===== src/rtl/core_pkg.sv =====
// Shared RV32I core definitions: default field widths, the canonical NOP and the IF/ID payload.
package core_pkg;

    localparam int XLEN_DEF = 32;
    localparam int ILEN_DEF = 32;

    localparam logic [31:0] RV_NOP = 32'h0000_0013;

    typedef struct packed {
        logic [XLEN_DEF-1:0] pc;
        logic [ILEN_DEF-1:0] insn;
    } if_id_t;

endpackage


===== src/rtl/skid_buffer.sv =====
// Generic 2-entry valid/ready skid buffer on a packed payload; in_ready is a pure register output.
module skid_buffer #(
    parameter int           W       = 64,
    parameter logic [W-1:0] RST_VAL = '0
) (
    input  logic         clk,
    input  logic         rst,
    input  logic         flush,
    input  logic         in_valid,
    output logic         in_ready,
    input  logic [W-1:0] in_data,
    output logic         out_valid,
    input  logic         out_ready,
    output logic [W-1:0] out_data
);

    logic         main_v_q, main_v_d;
    logic [W-1:0] main_q, main_d;
    logic         skid_v_q, skid_v_d;
    logic [W-1:0] skid_q, skid_d;
    logic         accept;
    logic         consume;

    assign in_ready  = !skid_v_q;
    assign out_valid = main_v_q;
    assign out_data  = main_q;
    assign accept    = in_valid && !skid_v_q;
    assign consume   = main_v_q && out_ready;

    always_comb begin
        main_v_d = main_v_q;
        main_d   = main_q;
        skid_v_d = skid_v_q;
        skid_d   = skid_q;
        if (flush) begin
            main_v_d = 1'b0;
            skid_v_d = 1'b0;
        end else if (!main_v_q || consume) begin
            // A full skid always drains first; accept is already blocked then.
            if (skid_v_q) begin
                main_v_d = 1'b1;
                main_d   = skid_q;
                skid_v_d = 1'b0;
            end else begin
                main_v_d = accept;
                if (accept) main_d = in_data;
            end
        end else if (accept) begin
            skid_v_d = 1'b1;
            skid_d   = in_data;
        end
    end

    always_ff @(posedge clk) begin
        if (rst) begin
            main_v_q <= 1'b0;
            main_q   <= RST_VAL;
            skid_v_q <= 1'b0;
            skid_q   <= RST_VAL;
        end else begin
            main_v_q <= main_v_d;
            main_q   <= main_d;
            skid_v_q <= skid_v_d;
            skid_q   <= skid_d;
        end
    end

endmodule


===== src/rtl/if_id_stage_reg.sv =====
// IF/ID pipeline register: PC + instruction with valid/ready, optional skid buffer, flush to NOP.
module if_id_stage_reg
    import core_pkg::*;
#(
    parameter int              XLEN     = XLEN_DEF,
    parameter int              ILEN     = ILEN_DEF,
    parameter logic [ILEN-1:0] NOP_INSN = RV_NOP,
    parameter bit              SKID_EN  = 1'b1
) (
    input  logic            clk,
    input  logic            rst,
    input  logic            in_valid,
    output logic            in_ready,
    input  logic [XLEN-1:0] in_pc,
    input  logic [ILEN-1:0] in_insn,
    input  logic            flush,
    output logic            out_valid,
    input  logic            out_ready,
    output logic [XLEN-1:0] out_pc,
    output logic [ILEN-1:0] out_insn
);

    localparam int           W           = XLEN + ILEN;
    localparam logic [W-1:0] RST_PAYLOAD = {{XLEN{1'b0}}, NOP_INSN};

    logic         head_v;
    logic [W-1:0] head_data;

    generate
        if (SKID_EN) begin : g_skid
            skid_buffer #(
                .W       (W),
                .RST_VAL (RST_PAYLOAD)
            ) u_skid (
                .clk       (clk),
                .rst       (rst),
                .flush     (flush),
                .in_valid  (in_valid),
                .in_ready  (in_ready),
                .in_data   ({in_pc, in_insn}),
                .out_valid (head_v),
                .out_ready (out_ready),
                .out_data  (head_data)
            );
        end else begin : g_single
            logic         main_v_q;
            logic [W-1:0] main_q;

            assign in_ready  = out_ready || !main_v_q;
            assign head_v    = main_v_q;
            assign head_data = main_q;

            always_ff @(posedge clk) begin
                if (rst) begin
                    main_v_q <= 1'b0;
                    main_q   <= RST_PAYLOAD;
                end else if (flush) begin
                    main_v_q <= 1'b0;
                end else if (in_ready) begin
                    main_v_q <= in_valid;
                    if (in_valid) main_q <= {in_pc, in_insn};
                end
            end
        end
    endgenerate

    // Invalid slots always show NOP so decode never sees a stale instruction.
    assign out_valid = head_v;
    assign out_pc    = head_data[W-1:ILEN];
    assign out_insn  = head_v ? head_data[ILEN-1:0] : NOP_INSN;

endmodule


===== config.mk =====
export PLATFORM = sky130hd
export DESIGN_NAME = if_id_stage_reg
export DESIGN_NICKNAME = d
export VERILOG_FILES = /design/src/rtl/core_pkg.sv /design/src/rtl/skid_buffer.sv /design/src/rtl/if_id_stage_reg.sv
export SDC_FILE = /design/constraint.sdc
export NUM_CORES = 1
export LEC_CHECK = 0
export CELL_PAD_IN_SITES_DETAIL_PLACEMENT = 1
export CELL_PAD_IN_SITES_GLOBAL_PLACEMENT = 1
export CORE_UTILIZATION = 43
export DETAILED_ROUTE_END_ITERATION = 16
export GPL_TIMING_DRIVEN = 0
export PLACE_DENSITY = 0.82
export SLEW_MARGIN = 20
export SYNTH_ARGS = -nofsm -noshare
export SYNTH_HDL_FRONTEND = slang
export SYNTH_SLANG_ARGS = --single-unit
export TNS_END_PERCENT = 30

===== constraint.sdc =====
create_clock -name clk -period 3.3 [get_ports clk]
set_input_delay 0.33 -clock clk [delete_from_list [all_inputs] [get_ports clk]]
set_output_delay 0.33 -clock clk [all_outputs]
set_load 0.01 [all_outputs]

==> results.json, run 1 <==
{
  "drive_gt1_frac": 0.173,
  "crit_end": "out_insn[10]",
  "dieArea_um2": 16800,
  "critical_path_required_ns": 2.97,
  "nets": 937,
  "fp-row-count": 46,
  "htreeDepth": 4,
  "cts.clk_slew.worst_paths_ns": 0.06,
  "crit_arrival_ns": 2.21,
  "leakage_nw": 3.22,
  "worst-path-max-fanout": 10,
  "firstDrtPassIters": 4,
  "reg2reg_slack_ns": 1.37,
  "post-route-period-util": 0.771,
  "fmaxAchievable_mhz": 393,
  "finalSetupTns_ns": 0,
  "synth_seq_cells": 130,
  "syn_to_final_growth_pct": 30.8,
  "stdcell_count": 1097,
  "drt_iter0_markers": 283,
  "cts_buffers": 17,
  "ys_seq_area_frac": 0.371,
  "wl_per_cell_um": 18.2,
  "cts_resized": 0,
  "fin_crit_ns": 2.54,
  "io_buffers": 133,
  "slew_headroom": 0.451,
  "ys_types": 19,
  "reg2reg_depth": 5,
  "synthCells": 716,
  "dp_cells": 1065,
  "hold_class": "flip-flop to flip-flop",
  "gp_congestion": 0.772,
  "startpoint": "g_skid.u_skid.out_valid$_SDFFE_PP0P_",
  "place.detailed.hpwl_um": 14300,
  "netlist_top_cells_area": "dfxtp_1 (37%), nand2b_1 (11%), a211oi_2 (10%)",
  "synth-edff-count": 0,
  "cts_setup_buffers": 0,
  "end_kind": "primary output",
  "grt_max_degree": 17,
  "postRouteAntennaNets": 0,
  "clk_latency_ns": 0.43,
  "synthFlopType": "dfxtp_1",
  "cts_hold_buf": 0,
  "die_x_um": 130,
  "max-vdd-ir-drop_mv": 0.370,
  "synth_top_area_share": 0.371,
  "critPathLaunchType": "flip-flop",
  "final_hold_viol_count": 0,
  "die_h_um": 130,
  "synthArstFlopShare": 0,
  "antenna_cells": 0,
  "placed_area_um2": 8610,
  "r2r_end": "g_skid.u_skid.out_data[50]$_SDFFE_PP0P_",
  "maxCapViolCount": 0,
  "cts_root_buf": "clkbuf_16",
  "vias_per_cell": 5.16,
  "synthTopCellsByCount": "dfxtp_1 (130), nand2b_1 (126), mux2i_1 (67), inv_1 (62), nor4_1 (62)",
  "syn-cell-area_um2": 7010,
  "p_per_area_nw_per_um2": 438,
  "grt_pass1_wl_um": 32100,
  "setup_viol": 0,
  "fin_util": 0.577,
  "yosys_warnings": 0,
  "yosysMostFrequentCell": "dfxtp_1",
  "gr-total-overflow": 0,
  "initial_core_util": 0.441,
  "vias": 5662,
  "fill_cells": 1802,
  "yosysTopAreaCell": "dfxtp_1",
  "reg2reg_from": "g_skid.u_skid.skid_v_q$_SDFFE_PP0P_",
  "antenna_found_initial": 0,
  "core_um2": 15900,
  "critPathKind": "flip-flop to primary output",
  "cts_buffer_depth": 2,
  "rsz0062_at_grt": "no",
  "drc": 0,
  "track_usage": 0.250,
  "worstMarginPinSlew_ns": 0.821,
  "routed_wl_um": 20000,
  "tritoncts": "done",
  "status": "completed",
  "cts_num_sinks": 130,
  "final_max_slew_viol_count": 0,
  "synth_nets": 785,
  "design_area_um2": 9170,
  "finClkSkew_ns": 0.00475,
  "postSynthAreaPerCell_um2": 9.79,
  "power.total_mw": 4.02,
  "grt_pass1_vias": 6232,
  "ioPinCount": 135
}
==> stage by stage <==
stage / setup WS (ns) / hold WS (ns)
floorplan: 1.76 / 0.429
global placement: 0.956 / 0.441
detailed placement: 0.933 / 0.444
CTS: 0.764 / 0.455
global route: 0.683 / 0.486
finish: 0.756 / 0.457
==> flip-flops by register name, summed over array words and instances, names as in the netlist <==
signal / flops
g_skid.u_skid.out_valid: 1
g_skid.u_skid.skid_q: 64
g_skid.u_skid.skid_v_q: 1
g_skid.u_skid.out_data: 64
==> worst min path at each step <==
stage / from / endpoint / slack (ns) / cells after the start
after global routing: g_skid.u_skid.out_data[2]$_SDFFE_PP0P_ / g_skid.u_skid.out_data[2]$_SDFFE_PP0P_ / 0.49 / 2
after CTS: g_skid.u_skid.out_data[2]$_SDFFE_PP0P_ / g_skid.u_skid.out_data[2]$_SDFFE_PP0P_ / 0.46 / 2
final: g_skid.u_skid.out_data[30]$_SDFFE_PP0P_ / g_skid.u_skid.out_data[30]$_SDFFE_PP0P_ / 0.46 / 2
after floorplan: g_skid.u_skid.out_data[2]$_SDFFE_PP0P_ / g_skid.u_skid.out_data[2]$_SDFFE_PP0P_ / 0.43 / 2
after detailed placement: g_skid.u_skid.out_data[2]$_SDFFE_PP0P_ / g_skid.u_skid.out_data[2]$_SDFFE_PP0P_ / 0.44 / 2
after global placement: g_skid.u_skid.out_data[2]$_SDFFE_PP0P_ / g_skid.u_skid.out_data[2]$_SDFFE_PP0P_ / 0.44 / 2
==> cells in the final DEF, fill, tap and decap left out, drive strengths merged <==
master and count:
or3 1, inv 62, mux2i 67, clkbuf 70
nor4b 1, a211oi 65, mux2 61, buf 56
dfxtp 130, clkdlybuf4s50 133, nor2 10, nand2b 126
nor2b 1, and2 32, clkinv 4, nor4 62
==> cell type report <==
| cell class | instances | area, um2 | area share |
|---|---|---|---|
| repair buffers | 133 | 1330 | 0.145 |
| inverters | 62 | 233 | 0.0254 |
| clock inverters | 4 | 20.0 | 0.00218 |
| well taps | 216 | 270 | 0.0295 |
| clock buffers | 28 | 537 | 0.0585 |
| plain buffers | 98 | 604 | 0.0659 |
| multi-input cells | 426 | 3570 | 0.390 |
| flip-flops and latches | 130 | 2600 | 0.284 |
==> report_power, final <==
| group | internal (mW) | switching [mW] |
|---|---|---|
| clock | 1.10 | 0.689 |
| combinational | 0.302 | 0.268 |
| sequential | 1.63 | 0.0331 |
| total | 3.03 | 0.990 |
==> worst max-delay path, cell delays in order (launching register included) <==
cell	delay, ns
dfxtp_1	0.51
clkbuf_1	0.46
and2_1	0.26
clkdlybuf4s50_1	0.56
==> cells by family (layout without fill, tap and decap cells) <==
| logic type | count (synthesis) | after routing | share of synthesized area |
|---|---|---|---|
| AND/OR/NAND/NOR | 233 | 233 | 0.206 |
| buffers and inverters | 160 | 325 | 0.119 |
| flip-flops | 130 | 130 | 0.371 |
| multiplexers | 128 | 128 | 0.194 |
| AO/OA/AOI/OAI | 65 | 65 | 0.110 |
==> layer usage <==
metal	global-route usage	routed length [um]	vias to the layer above
met5	0	0	-
met4	0.0964	378	0
met3	0.0537	831	28
met2	0.435	9960	131
met1	0.302	8840	2774
li1	-	-	2729
(Power assumes the default switching activity.)
==> run 2: changes to the inputs <==
CORE_UTILIZATION = 40   (was 43)
PLACE_DENSITY = 0.77   (was 0.82)
clock period = 2.5 ns   (was 3.3 ns; I/O delays follow)
==> run 2 against run 1 <==
Effect of this change:
- sequential power rose by 32%
- non-clock buffer count unchanged
- via count down 1.7%
- total power rose by 40%
- routed wire length is 1.8% lower
- register-to-register slack got worse by 1.0 ns
- critical path type unchanged
- highest routed layer unchanged
==> results.json, run 2 (same netlist as run 1, synthesis figures left out) <==
{
  "htreeDepth": 4,
  "grt_pass1_wl_um": 31600,
  "critPathKind": "flip-flop to primary output",
  "cts.clk_slew.worst_paths_ns": 0.06,
  "cts_root_buf": "clkbuf_16",
  "tritoncts": "done",
  "stdcell_count": 1106,
  "max-vdd-ir-drop_mv": 0.488,
  "place.detailed.hpwl_um": 14100,
  "routed_wl_um": 19700,
  "finClkSkew_ns": 0.00646,
  "final_max_slew_viol_count": 0,
  "firstDrtPassIters": 4,
  "drc": 0,
  "ioPinCount": 135,
  "end_kind": "primary output",
  "critical_path_required_ns": 2.25,
  "drive_gt1_frac": 0.177,
  "dp_cells": 1074,
  "cts_num_sinks": 130,
  "io_buffers": 133,
  "worstMarginPinSlew_ns": 1.07,
  "setup_viol": 0,
  "status": "completed",
  "wl_per_cell_um": 17.8,
  "fin_ws_ns": 0.122,
  "leakage_nw": 3.23,
  "cts_setup_buffers": 0,
  "fmaxAchievable_mhz": 420,
  "slew_headroom": 0.287,
  "nets": 937,
  "rsz0062_at_grt": "no",
  "vias_per_cell": 5.03,
  "post-route-period-util": 0.951,
  "maxCapViolCount": 0,
  "place_ws_ns": 0.0508,
  "whs_ns": 0.435,
  "syn_to_final_growth_pct": 32.0,
  "fin_crit_ns": 2.38,
  "drt_iter0_markers": 195,
  "critPathLaunchType": "flip-flop",
  "final_hold_viol_count": 0,
  "vias": 5563,
  "fin_util": 0.537,
  "cts_buffers": 17,
  "finalSetupTns_ns": 0,
  "clk_latency_ns": 0.42,
  "gr-total-overflow": 0,
  "dieArea_um2": 18100,
  "core_um2": 17200,
  "antenna_cells": 0,
  "design_area_um2": 9260,
  "final_cell_mix": "clkdlybuf4s50_1 (133), dfxtp_1 (130), nand2b_1 (126)",
  "p_per_area_nw_per_um2": 608,
  "fp-row-count": 48,
  "initial_core_util": 0.407,
  "cts_hold_buf": 0,
  "cts_resized": 0,
  "die_h_um": 134,
  "track_usage": 0.226,
  "grt_max_degree": 17,
  "grt_pass1_vias": 6058,
  "crit_arrival_ns": 2.13,
  "worst-path-max-fanout": 10,
  "gp_congestion": 0.813,
  "placed_area_um2": 8630,
  "power.total_mw": 5.63,
  "antenna_found_initial": 0,
  "cts_buffer_depth": 2,
  "die_x_um": 134,
  "final_common_cell": "clkdlybuf4s50_1",
  "hold_class": "input port to flip-flop",
  "postRouteAntennaNets": 0
}
run 2: final timing paths:
check	startpoint	end	slack (ns)	cells past startpoint
max	g_skid.u_skid.out_valid$_SDFFE_PP0P_	out_insn[7]	0.12	3
min	in_insn[5]	g_skid.u_skid.skid_q[5]$_SDFFE_PP0P_	0.44	3
max reg2reg	g_skid.u_skid.skid_v_q$_SDFFE_PP0P_	g_skid.u_skid.out_data[43]$_SDFFE_PP0P_	0.36	4
min reg2reg	g_skid.u_skid.out_data[24]$_SDFFE_PP0P_	g_skid.u_skid.out_data[24]$_SDFFE_PP0P_	0.46	2
run 2: area by class of cell:
| class | instances | area (um2) |
|---|---|---|
| Sequential cell | 130 | 2600 |
| Buffer | 98 | 604 |
| Fill cell | 1910 | 7980 |
| Multi-Input combinational cell | 426 | 3570 |
| Tap cell | 225 | 282 |
| Clock inverter | 15 | 208 |
| Clock buffer | 17 | 425 |
| Inverter | 62 | 233 |
| Timing Repair Buffer | 133 | 1330 |
run 2: critical path, stage by stage (launching register included):
cell and delay, ns:
dfxtp_1 0.52, clkbuf_1 0.42, and2_1 0.23, clkdlybuf4s50_1 0.54
run 2: routing by layer:
layer	share of wire	GRT usage
met4	0.0076	0.0537
met3	0.038	0.0491
met5	0	0
met2	0.50	0.392
met1	0.46	0.284
run 2: power by group:
part	leakage, nW	switching, mW	total (mW)	internal, mW
clock network	0.296	1.00	2.68	1.68
registers	1.06	0.0432	2.20	2.15
logic	1.88	0.350	0.749	0.399
total	3.23	1.40	5.63	4.23
